===== src/rtl/keypad_pkg.sv =====
`default_nettype none
// +--------------------------------------------------------------------+
// | keypad_pkg : shared types and constants for the 4x4 keypad scanner |
// | Revision   : 1.0                                                   |
// +--------------------------------------------------------------------+
package keypad_pkg;

  localparam int SCAN_DIV_DEFAULT        = 100000;
  localparam int DEBOUNCE_FRAMES_DEFAULT = 4;
  localparam int REPEAT_FRAMES           = 32;

  typedef logic [3:0] key_code_t;

  typedef enum logic [1:0] {
    ST_IDLE    = 2'd0,
    ST_CONFIRM = 2'd1,
    ST_PRESSED = 2'd2,
    ST_RELEASE = 2'd3
  } state_e;

  typedef enum logic [1:0] {
    FR_NONE   = 2'd0,
    FR_SINGLE = 2'd1,
    FR_MULTI  = 2'd2
  } frame_cls_e;

  function automatic logic [2:0] popcount4(input logic [3:0] v);
    popcount4 = 3'(v[0]) + 3'(v[1]) + 3'(v[2]) + 3'(v[3]);
  endfunction

endpackage
`default_nettype wire


===== src/rtl/keypad_sync.sv =====
`default_nettype none
// +--------------------------------------------------------------------+
// | keypad_sync : parameterized-width two-flop synchronizer            |
// | Revision    : 1.0                                                  |
// +--------------------------------------------------------------------+
module keypad_sync #(
  parameter int               WIDTH   = 4,
  parameter logic [WIDTH-1:0] RST_VAL = '1
) (
  input  logic             clk,
  input  logic             rst,
  input  logic [WIDTH-1:0] d_i,
  output logic [WIDTH-1:0] q_o
);

  logic [WIDTH-1:0] meta_q;
  logic [WIDTH-1:0] sync_q;

  always_ff @(posedge clk) begin
    if (rst) begin
      meta_q <= RST_VAL;
      sync_q <= RST_VAL;
    end else begin
      meta_q <= d_i;
      sync_q <= meta_q;
    end
  end

  assign q_o = sync_q;

endmodule
`default_nettype wire


===== src/rtl/keypad_scan.sv =====
`default_nettype none
// +--------------------------------------------------------------------+
// | keypad_scan : 4x4 matrix keypad scanner with frame debounce        |
// |   Optional KEYPAD_REPEAT_EN: auto-repeat key_valid while held.     |
// | Revision    : 1.0                                                  |
// +--------------------------------------------------------------------+
module keypad_scan
  import keypad_pkg::*;
#(
  parameter int SCAN_DIV        = SCAN_DIV_DEFAULT,
  parameter int DEBOUNCE_FRAMES = DEBOUNCE_FRAMES_DEFAULT
) (
  input  logic       clk,
  input  logic       rst,
  output logic [3:0] col_n,
  input  logic [3:0] row_n,
  output logic [3:0] key_code,
  output logic       key_valid,
  output logic       key_held
);

  localparam int c_DIV_W  = (SCAN_DIV > 1) ? $clog2(SCAN_DIV) : 1;
  localparam int c_FCNT_W = $clog2(DEBOUNCE_FRAMES + 1);
  localparam logic [c_DIV_W-1:0]  c_DIV_LAST = c_DIV_W'(SCAN_DIV - 1);
  localparam logic [c_FCNT_W-1:0] c_FCNT_MAX = c_FCNT_W'(DEBOUNCE_FRAMES);
  localparam logic [c_FCNT_W-1:0] c_FCNT_ONE = c_FCNT_W'(1);

  logic [3:0]          w_rows_n;
  logic [c_DIV_W-1:0]  div_q;
  logic [1:0]          col_q;
  logic                w_tick, w_frame_done;
  logic [3:0]          w_act;
  logic [2:0]          w_nact, w_sum;
  logic [1:0]          w_ridx, w_slot_cnt, w_cnt_full;
  key_code_t           w_code_full;
  logic                w_hit_full;
  frame_cls_e          w_cls;
  logic [1:0]          acc_cnt_q;
  key_code_t           acc_code_q;
  logic                acc_hit_q;
  state_e              state_q, state_d;
  logic [c_FCNT_W-1:0] fcnt_q, fcnt_d, w_fcnt_inc;
  key_code_t           cand_q, cand_d, key_code_q, key_code_d;
  logic                key_valid_q, key_valid_d, key_held_q, key_held_d;
  logic                w_accept, w_release, w_repeat;

  keypad_sync #(.WIDTH(4), .RST_VAL(4'hF)) u_row_sync (
    .clk (clk),
    .rst (rst),
    .d_i (row_n),
    .q_o (w_rows_n)
  );

  assign w_tick       = (div_q == c_DIV_LAST);
  assign w_frame_done = w_tick && (col_q == 2'd3);
  assign col_n        = ~(4'b0001 << col_q);

  always_ff @(posedge clk) begin
    if (rst) begin
      div_q <= '0;
      col_q <= '0;
    end else if (w_tick) begin
      div_q <= '0;
      col_q <= col_q + 2'd1;
    end else begin
      div_q <= div_q + c_DIV_W'(1);
    end
  end

  // Per-slot row sample folded into a running frame summary (count saturates at 2).
  assign w_act = ~w_rows_n;
  assign w_nact = popcount4(w_act);

  always_comb begin
    w_ridx = 2'd0;
    for (int r = 3; r >= 0; r--) begin
      if (w_act[r]) w_ridx = 2'(r);
    end
  end

  assign w_slot_cnt  = (w_nact >= 3'd2) ? 2'd2 : w_nact[1:0];
  assign w_sum       = {1'b0, acc_cnt_q} + {1'b0, w_slot_cnt};
  assign w_cnt_full  = (w_sum >= 3'd2) ? 2'd2 : w_sum[1:0];
  assign w_code_full = (acc_cnt_q == 2'd0 && w_nact == 3'd1) ? {w_ridx, col_q} : acc_code_q;
  assign w_hit_full  = acc_hit_q | ((col_q == cand_q[1:0]) && w_act[cand_q[3:2]]);
  assign w_cls       = (w_cnt_full == 2'd0) ? FR_NONE :
                       (w_cnt_full == 2'd1) ? FR_SINGLE : FR_MULTI;

  always_ff @(posedge clk) begin
    if (rst || w_frame_done) begin
      acc_cnt_q  <= '0;
      acc_code_q <= '0;
      acc_hit_q  <= 1'b0;
    end else if (w_tick) begin
      acc_cnt_q  <= w_cnt_full;
      acc_code_q <= w_code_full;
      acc_hit_q  <= w_hit_full;
    end
  end

  always_ff @(posedge clk) begin
    if (rst) begin
      state_q     <= ST_IDLE;
      fcnt_q      <= '0;
      cand_q      <= '0;
      key_code_q  <= '0;
      key_valid_q <= 1'b0;
      key_held_q  <= 1'b0;
    end else begin
      state_q     <= state_d;
      fcnt_q      <= fcnt_d;
      cand_q      <= cand_d;
      key_code_q  <= key_code_d;
      key_valid_q <= key_valid_d;
      key_held_q  <= key_held_d;
    end
  end

  assign w_fcnt_inc = (fcnt_q == c_FCNT_MAX) ? fcnt_q : fcnt_q + c_FCNT_ONE;

  always_comb begin
    state_d = state_q;
    fcnt_d  = fcnt_q;
    cand_d  = cand_q;
    if (w_frame_done) begin
      case (state_q)
        ST_IDLE: begin
          fcnt_d = '0;
          if (w_cls == FR_SINGLE) begin
            cand_d = w_code_full;
            if (DEBOUNCE_FRAMES == 1) begin
              state_d = ST_PRESSED;
            end else begin
              state_d = ST_CONFIRM;
              fcnt_d  = c_FCNT_ONE;
            end
          end
        end
        ST_CONFIRM: begin
          if (w_cls == FR_SINGLE && w_code_full == cand_q) begin
            if (w_fcnt_inc == c_FCNT_MAX) begin
              state_d = ST_PRESSED;
              fcnt_d  = '0;
            end else begin
              fcnt_d = w_fcnt_inc;
            end
          end else begin
            state_d = ST_IDLE;
            fcnt_d  = '0;
          end
        end
        ST_PRESSED: begin
          if (w_cls == FR_NONE) begin
            if (DEBOUNCE_FRAMES == 1) begin
              state_d = ST_IDLE;
            end else begin
              state_d = ST_RELEASE;
              fcnt_d  = c_FCNT_ONE;
            end
          end
        end
        ST_RELEASE: begin
          if (w_cls == FR_NONE) begin
            if (w_fcnt_inc == c_FCNT_MAX) begin
              state_d = ST_IDLE;
              fcnt_d  = '0;
            end else begin
              fcnt_d = w_fcnt_inc;
            end
          end else if (w_hit_full) begin
            state_d = ST_PRESSED;
            fcnt_d  = '0;
          end else begin
            // Another key alone interrupts the release run without re-accepting.
            fcnt_d = '0;
          end
        end
        default: begin
          state_d = ST_IDLE;
          fcnt_d  = '0;
        end
      endcase
    end
  end

  always_comb begin
    w_accept    = w_frame_done && (state_d == ST_PRESSED) &&
                  (state_q == ST_IDLE || state_q == ST_CONFIRM);
    w_release   = w_frame_done && (state_d == ST_IDLE) &&
                  (state_q == ST_PRESSED || state_q == ST_RELEASE);
    key_valid_d = w_accept | w_repeat;
    key_code_d  = w_accept ? cand_d : key_code_q;
    key_held_d  = (key_held_q | w_accept) & ~w_release;
  end

`ifdef KEYPAD_REPEAT_EN
  localparam int c_REP_W = $clog2(REPEAT_FRAMES);
  logic [c_REP_W-1:0] rep_q, rep_d;

  always_comb begin
    rep_d    = rep_q;
    w_repeat = 1'b0;
    if (state_q != ST_PRESSED || state_d != ST_PRESSED) begin
      rep_d = '0;
    end else if (w_frame_done) begin
      if (!w_hit_full) begin
        rep_d = '0;
      end else if (rep_q == c_REP_W'(REPEAT_FRAMES - 1)) begin
        rep_d    = '0;
        w_repeat = 1'b1;
      end else begin
        rep_d = rep_q + c_REP_W'(1);
      end
    end
  end

  always_ff @(posedge clk) begin
    if (rst) rep_q <= '0;
    else     rep_q <= rep_d;
  end
`else
  assign w_repeat = 1'b0;
`endif

  assign key_code  = key_code_q;
  assign key_valid = key_valid_q;
  assign key_held  = key_held_q;

endmodule
`default_nettype wire


===== config.mk =====
export PLATFORM = sky130hd
export DESIGN_NAME = keypad_scan
export DESIGN_NICKNAME = d
export VERILOG_FILES = /design/src/rtl/keypad_pkg.sv /design/src/rtl/keypad_sync.sv /design/src/rtl/keypad_scan.sv
export SDC_FILE = /design/constraint.sdc
export NUM_CORES = 1
export LEC_CHECK = 0
export BUFFER_PORTS_ARGS = -buffer_cell sky130_fd_sc_hd__buf_4
export CORE_MARGIN = 1
export CORE_UTILIZATION = 40
export DETAILED_ROUTE_END_ITERATION = 10
export PLACE_DENSITY = 0.58
export RECOVER_POWER = 25
export REMOVE_ABC_BUFFERS = 1
export SETUP_SLACK_MARGIN = 0.4
export SLEW_MARGIN = 20
export SYNTH_ARGS = -nofsm -noshare
export SYNTH_HDL_FRONTEND = slang
export SYNTH_SLANG_ARGS = --single-unit

===== constraint.sdc =====
create_clock -name clk -period 3.64 [get_ports clk]
set_clock_uncertainty 0.1 [all_clocks]
set_input_delay 0.546 -clock clk [delete_from_list [all_inputs] [get_ports clk]]
set_output_delay 0.546 -clock clk [all_outputs]
set_load 0.02 [all_outputs]

Word level (Yosys, flattened, before mapping)
Index checks and enable logic that the tools add are counted.
W data, S select, Z words.
- flip-flop bits (word level): 49
- input bits: 6
- output and inout port bits: 10
- add/subtract/negate cells: 7
- magnitude comparators: 3
- equal/unequal tests: 14
- shift-type cells: 1
- muxes and demuxes: 30
- bitwise logic cells: 6
- reductions and logical operators: 18
- operators by type and width (cell ; number):
    $mux W2 ; 16
    $add A17 B1 Y17 const B ; 1
    $eq A17 B17 Y1 const B ; 1
    $mux W4 ; 4
    $mux W3 ; 5
    $pmux W3 S4 ; 1
    $logic_not A2 Y1 ; 5
    $eq A2 B2 Y1 const B ; 4
    $logic_and A1 B1 Y1 ; 8
    $not A4 Y4 ; 2
    $pmux W2 S4 ; 1
    $eq A2 B1 Y1 const B ; 3
    $eq A3 B3 Y1 const B ; 2
    $ge A3 B2 Y1 const B ; 2
    $eq A4 B4 Y1 ; 1
    $shl A1 B2 Y4 const A ; 1
    $add A2 B1 Y3 ; 1
    $add A2 B2 Y3 ; 1
    $add A3 B1 Y3 ; 1
    $add A3 B1 Y3 const B ; 1
    $eq A3 B1 Y1 const B ; 1
    $logic_or A1 B1 Y1 ; 3
    $lt A2 B3 Y1 const B ; 1
    $add A1 B1 Y2 ; 1
    10 further kinds ; 12

Logic depth before layout (Yosys ltp)
Gate-level depths: netlist of run 1.
- word-level depth: 22
- depth in mapped cells: 15

Cells and area by module
A second synthesis of run 1 with hierarchy kept.
- cells, all modules: 280
- area, all modules: 2454.9 µm²
- by module, submodules not included (module ; times used ; cells an instance ; area each (µm²)):
    keypad_scan ; 1 ; 264 ; 2244.7
    keypad_sync ; 1 ; 16 ; 210.2

Worst setup path before layout of run 1
No wires, ideal clock.
- path type: register -> register
- from: register u_row_sync.sync_q[0] (netlist: u_row_sync.q_o[0])
- to: register key_code_q[0] (netlist: key_code[0])
- arrival time: 3.342 ns
- required time: 3.419 ns
- path slack: 0.077 ns
- cell stages (with the launch flop): 16
- buffers on the path: 0
- period minus slack after synthesis: 3.563 ns
- path through: dfxtp_1 -> fa_1 -> inv_1 -> ha_1 -> inv_1 -> ha_1 -> and2_1 -> ha_1 -> inv_1 -> fa_1 -> nand4b_1 -> a221oi_1 -> nor2_1 -> a211oi_4 -> nand3_2 -> mux2_2
- word-level cells in the longest chain between the ends: 20
- elaborated cells between the ends (all ways): 38
- classes of those cells: add/sub (4); order compare (2); eq/ne (5); mux (18); bitwise (2); reduce/logical (7)
- ends and longest elaborated chain (what ; line ; RTL):
    start, declared ; keypad_sync.sv:17 ; logic [WIDTH-1:0] sync_q;
    start signal, assigned ; keypad_sync.sv:25 ; sync_q <= meta_q;
    $not A4 Y4 * ; keypad_scan.sv:71 ; assign w_act = ~w_rows_n;
    $add A1 B1 Y2 ; keypad_pkg.sv:28 ; popcount4 = 3'(v[0]) + 3'(v[1]) + 3'(v[2]) + 3'(v[3]);
    $add A2 B1 Y3 ; keypad_pkg.sv:28 ;
    $add A3 B1 Y3 ; keypad_pkg.sv:28 ;
    $ge A3 B2 Y1 ; keypad_scan.sv:81 ; assign w_slot_cnt = (w_nact >= 3'd2) ? 2'd2 : w_nact[1:0];
    $mux W2 ; keypad_scan.sv:81 ;
    $add A2 B2 Y3 ; keypad_scan.sv:82 ; assign w_sum = {1'b0, acc_cnt_q} + {1'b0, w_slot_cnt};
    $ge A3 B2 Y1 ; keypad_scan.sv:83 ; assign w_cnt_full = (w_sum >= 3'd2) ? 2'd2 : w_sum[1:0];
    [... 3 more ...] ; -- ;
    $mux W2 ; keypad_scan.sv:86 ; assign w_cls = (w_cnt_full == 2'd0) ? FR_NONE :
    $eq A2 B1 Y1 ; keypad_scan.sv:129, keypad_scan.sv:140 ;
    $logic_and A1 B1 Y1 ; keypad_scan.sv:140 ; if (w_cls == FR_SINGLE && w_code_full == cand_q) begin
    $mux W2 ; keypad_scan.sv:140 ;
    $pmux W2 S4 ; keypad_scan.sv:126 ; case (state_q)
    $mux W2 ; keypad_scan.sv:125 ; if (w_frame_done) begin
    $eq A2 B2 Y1 ; keypad_scan.sv:187 ; w_accept = w_frame_done && (state_d == ST_PRESSED) &&
    $logic_and A1 B1 Y1 (2 in a row) ; keypad_scan.sv:187 ;
    end signal, assigned ; keypad_scan.sv:113 ; key_code_q <= key_code_d;
    end, declared ; keypad_scan.sv:43 ; key_code_t cand_q, cand_d, key_code_q, key_code_d;
Mark *: on every way between the ends. The rest lies on a longest branch, timed or not. The select of a mux whose other input is x is not followed.
A chain may end at the register's enable or synchronous reset.

Worst setup path after layout of run 1
Ends and elaborated chain as after synthesis.

==> summary.json, run 1 <==
{
  "clk-insertion-delay-late_ns": 0.31,
  "die_area_um2": 6700,
  "port_buffers": 15,
  "grt_pass1_wl_mm": 9.27,
  "synth-main-ff-cell": "dfxtp_1",
  "cts_htree_levels": 2,
  "timing_max_transition_violations_final": 0,
  "critical_path.max_stage_delay_ns": 0.53,
  "worst_pin_slew_ns": 0.834,
  "path_max_fanout": 5,
  "dpl.hpwl_mm": 3.83,
  "routed_wire_length_per_instance_um": 13.7,
  "floorplan.initialDensity_pct": 42.3,
  "total_gr_overflow": 0,
  "cellLeakagePower_nw": 1.17,
  "power.density_nw_per_um2": 342,
  "final_nets": 333,
  "r2r_depth": 15,
  "post-synth-top-count-cell": "dfxtp_1",
  "r2r-start": "u_row_sync.q_o[0]$_SDFF_PP1_",
  "io-pin-count": 16,
  "syn_to_final_growth_pct": 19.3,
  "die-height_um": 81.8,
  "run_status": "finished clean",
  "synth-seq-cells": 49,
  "initial_antenna_violation_count": 0,
  "number_of_global_route_vias_before_repair": 1976,
  "syn_std_cell_area_um2": 2550,
  "post_synthesis_cells": 285,
  "kind_of_critical_path": "register to register",
  "synthesis.area_per_instance_um2": 8.95,
  "max_cap_violations": 0,
  "hold-worst-slack_ns": 0.315,
  "die_width_um": 81.8,
  "post-route-min-period_ns": 3.60,
  "final_antenna_net_count": 0,
  "hold_path_startpoint": "u_row_sync.meta_q[2]$_SDFF_PP1_",
  "reg2reg_setup_slack_ns": 0.04,
  "synth.top_cells.by_area": "dfxtp_1, nor2_1, ha_1",
  "fillerInstances": 617,
  "cp_top_family": "adder cells",
  "max-clock-path-buffers": 2,
  "insertedDiodeCount": 0,
  "std_cell_rows": 28,
  "yosys_warnings": 0,
  "instances_no_fill": 390,
  "timing.critical_path.buf_inv": 3,
  "reg2reg_to": "key_code[0]$_SDFFE_PP0P_",
  "cts-hold-fix-buffers": 0,
  "number_of_failing_hold_endpoints_at_the_final_stage": 0,
  "post_drt_via_cell_ratio": 5.16,
  "whs_endpoint": "u_row_sync.q_o[2]$_SDFF_PP1_",
  "gp_congestion": 0.790,
  "cts_sinks": 49,
  "unrepaired_setup_endpoints_after_global_routing": "true",
  "yosysSeqAreaShare_pct": 38.5,
  "final.setup.tns_ns": 0,
  "ir_worst_vdd_v": 0.000157,
  "global_route.usage.total_pct": 18.0,
  "yosys-top-cells-count": "dfxtp_1, nor2_1, inv_1, nand3_1",
  "crit_path_start_kind": "register",
  "wl_mm": 5.34,
  "min_period_over_period_pct": 98.9,
  "arrival_ns": 3.70,
  "route.vias.total": 2013,
  "cts_buffers": 5,
  "cp.required_ns": 3.74,
  "fraction_of_synthesis_flops_using_an_asynchronous_set_or_reset_pin_pct": 0,
  "dr.first_iter.drc_count": 69,
  "crit_path_end_kind": "register",
  "tritoncts": "done",
  "core_area_um2": 6030,
  "layout-drive-gt1-share_pct": 23.5,
  "critPathSlowestCell": "fa_1",
  "cts.clk_slew.worst_paths_ns": 0.09,
  "max_clock_freq_mhz": 278,
  "drt_drc_violations_left": 0,
  "synth_top_cell_by_area": "dfxtp_1",
  "worstPathCellList": "fa_1, inv_1, ha_2, inv_2, ha_4, and2_4, ha_4, inv_2, fa_1, nand4b_1, a2111oi_2, nor2_1, a211oi_4, nand3_4, mux2_4",
  "clock-root-buffer": "clkbuf_8",
  "finalSetupViolations": 0,
  "grt_max_degree": 38,
  "yosys.cell_types.count": 52,
  "max-slew-margin-rel_pct": 44.4,
  "number_of_enable_type_register_cells_in_the_synthesized_netlist": 0,
  "firstDrtPassIters": 4,
  "place_inst": 377,
  "synth_top_area_share_pct": 38.5,
  "min_path_cells": 1,
  "min_delay_path_class": "register to register"
}
per-stage QoR:
stage / util [%] / worst slack [ns] / cell area (µm²) / power, mW
global placement: 46.4 / 0.0654 / 2800 / 0.637
finish: 50.5 / 0.0400 / 3040 / 1.04
CTS: 50.0 / 0.0557 / 3020 / 1.05
detailed placement: 46.4 / -0.0844 / 2800 / 0.639
global route: 50.5 / -0.0997 / 3040 / 1.09
floorplan: - / 0.0769 / 2520 / 0.608
cells in the final DEF (no fill, tap or decap), types with 2 or more instances in the layout:
cell	netlist	layout
a21o_1	2	2
a21oi_1	11	8
a21oi_2	0	3
a22oi_1	3	3
and2_1	5	4
and3_1	7	7
and4_1	2	2
buf_4	0	23
buf_6	0	3
clkbuf_1	6	4
clkbuf_8	0	6
dfxtp_1	49	48
fa_1	2	2
ha_1	11	8
ha_4	0	2
inv_1	19	17
inv_2	0	2
mux2_2	5	3
mux2_4	0	2
mux2i_1	4	4
nand2_1	13	13
nand2b_1	3	3
nand3_1	14	14
nand3b_1	4	4
nand4b_1	2	2
nor2_1	39	39
nor2b_1	6	6
nor3_2	1	2
o21ai_0	11	10
o31ai_1	2	2
o41ai_2	0	2
or2_2	10	10
or3_1	3	3
or3b_1	2	2
xnor2_1	8	8
xor2_1	13	13
repair_timing:
item                                    4_1_cts  5_1_grt
endpoints found under the setup margin       15       15
resized for setup                            19        6
cloned                                        0        0
setup buffers                                 4        1
pin swaps                                     8        2
per-layer routing:
layer	up-vias	GRT usage, %	wire length (µm)
met5	-	0	0
met4	0	6.84	108
met3	10	3.56	171
met2	22	27.4	2350
met1	949	24.9	2720
li1	1032	-	-
layout make-up:
cell class | count | area [µm²] | area share, %
multi-input cells | 210 | 1560 | 51.3
flip-flops and latches | 49 | 982 | 32.3
repair buffers | 29 | 218 | 7.15
well taps | 75 | 93.8 | 3.08
clock buffers | 7 | 86.3 | 2.84
inverters | 19 | 71.3 | 2.34
clock inverters | 1 | 30.0 | 0.987
worst max-delay path by stage:
stage,start,to,slack [ns],cells past startpoint
finish,u_row_sync.q_o[0]$_SDFF_PP1_,key_code[0]$_SDFFE_PP0P_,0.04,15
global route,u_row_sync.q_o[0]$_SDFF_PP1_,key_code[0]$_SDFFE_PP0P_,-0.1,15
CTS,u_row_sync.q_o[0]$_SDFF_PP1_,key_code[0]$_SDFFE_PP0P_,0.06,15
detailed placement,u_row_sync.q_o[0]$_SDFF_PP1_,fcnt_q[2]$_SDFFE_PP0P_,-0.08,16
global placement,u_row_sync.q_o[0]$_SDFF_PP1_,fcnt_q[1]$_SDFFE_PP0P_,0.07,16
floorplan,u_row_sync.q_o[0]$_SDFF_PP1_,key_code[0]$_SDFFE_PP0P_,0.08,15
sequential cells by signal (all words and copies together) (netlist names):
| register | flops |
|---|---|
| key_valid | 1 |
| fcnt_q | 3 |
| div_q | 17 |
| u_row_sync.meta_q | 4 |
| key_code | 4 |
| state_q | 2 |
| acc_code_q | 4 |
| col_q | 2 |
| cand_q | 4 |
| key_held | 1 |
| acc_hit_q | 1 |
| acc_cnt_q | 2 |
| u_row_sync.q_o | 4 |
where the power goes:
part	leakage (nW)	switching (mW)	internal, mW
Combinational	0.715	0.0492	0.0397
Clock	0.0585	0.181	0.224
Sequential	0.397	0.00425	0.543
Total	1.17	0.235	0.807
logic make-up after synthesis:
kind of cell    share of synthesized area [%]
simple gates                             26.3
flops                                    38.5
compound gates                           12.6
mux                                      4.66
fa+ha+maj                                6.97
buf+inv                                  3.88
xor+xnor                                 7.21
No activity file was read; power rests on OpenSTA's default activity.
==> run 2: changes to the inputs <==
--- a/config.mk
+++ b/config.mk
@@ -6,8 +6,10 @@
 export NUM_CORES = 1
 export LEC_CHECK = 0
 export BUFFER_PORTS_ARGS = -buffer_cell sky130_fd_sc_hd__buf_4
+export CAP_MARGIN = 20
 export CORE_MARGIN = 1
 export CORE_UTILIZATION = 40
+export CTS_BUF_LIST = sky130_fd_sc_hd__clkbuf_2
 export DETAILED_ROUTE_END_ITERATION = 10
 export PLACE_DENSITY = 0.58
 export RECOVER_POWER = 25
==> run 2 against run 1 <==
  * The flow now finishes with violations (capacitance limit, slew limit)
  * Critical path depth unchanged
  * Fmax increased by 0.13%
  * Register-to-register slack about the same
  * Via count decreased by 0.70%
  * Utilization down 0.87 points
  * Cell area shrank 1.7%
  * Highest routed layer unchanged
  * Hold slack got worse by 0.10 ns
  * Cell count is the same
  * Non-clock buffer count stayed put
  * First-iteration DRC count down 7.2%
  * Sequential share of layout area rose by 0.57 points
  * Flip-flop and latch count did not move
==> summary.json, run 2 (synthesis gave the netlist of run 1 again) <==
{
  "regMostFlops": "div_q",
  "route.vias.total": 1999,
  "cp.required_ns": 3.86,
  "clock-root-buffer": "clkbuf_2",
  "p_sw_share_pct": 23.8,
  "tritoncts": "done",
  "finalSetupViolations": 0,
  "grt_max_degree": 38,
  "total_gr_overflow": 0,
  "number_of_failing_hold_endpoints_at_the_final_stage": 0,
  "die-height_um": 81.8,
  "post-route-min-period_ns": 3.60,
  "gp_congestion": 0.790,
  "max-clock-path-buffers": 2,
  "run_status": "finished with violations",
  "min_period_over_period_pct": 98.8,
  "cellInternalPower_mw": 0.701,
  "syn_to_final_growth_pct": 17.3,
  "final_nets": 333,
  "most-common-layout-cells": "dfxtp_1, nor2_1, buf_4",
  "power.density_nw_per_um2": 308,
  "global_route.usage.total_pct": 17.7,
  "drt_drc_violations_left": 0,
  "cts.clk_slew.worst_paths_ns": 0.22,
  "path_max_fanout": 5,
  "layout.core_utilization_pct": 49.6,
  "die_area_um2": 6700,
  "wl_mm": 5.25,
  "arrival_ns": 3.82,
  "ir_worst_vdd_v": 0.000151,
  "clk-insertion-delay-late_ns": 0.40,
  "core_area_um2": 6030,
  "unrepaired_setup_endpoints_after_global_routing": "true",
  "layout-drive-gt1-share_pct": 23.5,
  "cts_sinks": 49,
  "insertedDiodeCount": 0,
  "cts_buffers": 5,
  "io-pin-count": 16,
  "max-slew-margin-rel_pct": -4.69,
  "cts_htree_levels": 2,
  "share_seq_of_total_power_pct": 59.7,
  "dpl.hpwl_mm": 3.83,
  "max_clock_freq_mhz": 278,
  "firstDrtPassIters": 4,
  "min_delay_path_class": "input port to register",
  "min_path_cells": 2,
  "crit_path_end_kind": "register",
  "std_cell_rows": 28,
  "layout.cells.most_common": "dfxtp_1",
  "number_of_global_route_vias_before_repair": 1954,
  "failed_checks": "capacitance limit, slew limit",
  "fillerInstances": 623,
  "clkPwrFrac_pct": 30.8,
  "post_drt_via_cell_ratio": 5.13,
  "cellLeakagePower_nw": 1.15,
  "finish.instance_area_um2": 2990,
  "max_cap_violations": 1,
  "post_dp_cell_area_um2": 2800,
  "total_switching_power_mw": 0.219,
  "kind_of_critical_path": "register to register",
  "floorplan.initialDensity_pct": 42.3,
  "grt_pass1_wl_mm": 9.18,
  "pwr-share-comb_pct": 9.6,
  "die_width_um": 81.8,
  "initial_antenna_violation_count": 0,
  "final_antenna_net_count": 0,
  "port_buffers": 15,
  "dr.first_iter.drc_count": 64,
  "post-layout-total-power_mw": 0.920,
  "cts-hold-fix-buffers": 0,
  "final.setup.tns_ns": 0,
  "timing_max_transition_violations_final": 38,
  "largest_register_ffs": 17,
  "crit_path_start_kind": "register",
  "worst_pin_slew_ns": 1.57,
  "routed_wire_length_per_instance_um": 13.5,
  "r2r_depth": 15
}
[run 2: final cells by class]
| type | count | area, µm² | area share (%) |
|---|---|---|---|
| clock inverters | 2 | 33.8 | 1.13 |
| multi-input cells | 210 | 1560 | 52.2 |
| flip-flops and latches | 49 | 982 | 32.8 |
| repair buffers | 29 | 218 | 7.28 |
| clock buffers | 6 | 30.0 | 1.00 |
| well taps | 75 | 93.8 | 3.14 |
| inverters | 19 | 71.3 | 2.38 |
[run 2: path summary, 6_finish.rpt]
kind | from | to | slack [ns]
worst max-delay path | u_row_sync.q_o[0]$_SDFF_PP1_ | key_code[2]$_SDFFE_PP0P_ | 0.04
worst min-delay path | row_n[1] | u_row_sync.meta_q[1]$_SDFF_PP1_ | 0.21
worst max register to register | u_row_sync.q_o[0]$_SDFF_PP1_ | key_code[2]$_SDFFE_PP0P_ | 0.04
worst min register to register | u_row_sync.meta_q[2]$_SDFF_PP1_ | u_row_sync.q_o[2]$_SDFF_PP1_ | 0.34
[run 2: through the flow]
step | setup slack (ns) | cells | hold slack (ns)
after floorplan | 0.0769 | 278 | 0.289
after global placement | 0.0654 | 377 | 0.295
after detailed placement | -0.0844 | 377 | 0.301
after CTS | 0.0438 | 389 | 0.183
after global routing | -0.125 | 390 | 0.167
final | 0.0446 | 390 | 0.210
[run 2: critical path: stages, from the launching register on]
cell       delay (ns)
dfxtp_2          0.38
fa_1             0.53
inv_1            0.04
ha_2             0.17
inv_2            0.06
ha_4             0.12
and2_4           0.15
ha_4             0.12
inv_2            0.03
fa_1             0.50
nand4b_1         0.18
a2111oi_2        0.26
nor2_1           0.11
a211oi_4         0.24
nand3_4          0.17
mux2_4           0.36
[run 2: layer usage]
layer | up-vias | wire (µm) | global-route usage, %
met4 | 0 | 104 | 4.91
met5 | - | 0 | 0
met1 | 939 | 2730 | 24.8
li1 | 1035 | - | -
met3 | 9 | 107 | 3.33
met2 | 16 | 2310 | 27.6
[run 2: repair_timing]
item	CTS	global route
pin swaps	9	3
buffers inserted	4	1
resized for setup	19	6
setup endpoints to repair	15	15
[run 2: power by group through the flow]
stage / registers [mW] / logic (mW) / clock network (mW)
after floorplan: 0.559 / 0.0492 / 0
after global placement: 0.559 / 0.0774 / 0
after detailed placement: 0.560 / 0.0790 / 0
after CTS: 0.550 / 0.0864 / 0.296
after global routing: 0.552 / 0.0985 / 0.325
final: 0.549 / 0.0880 / 0.283
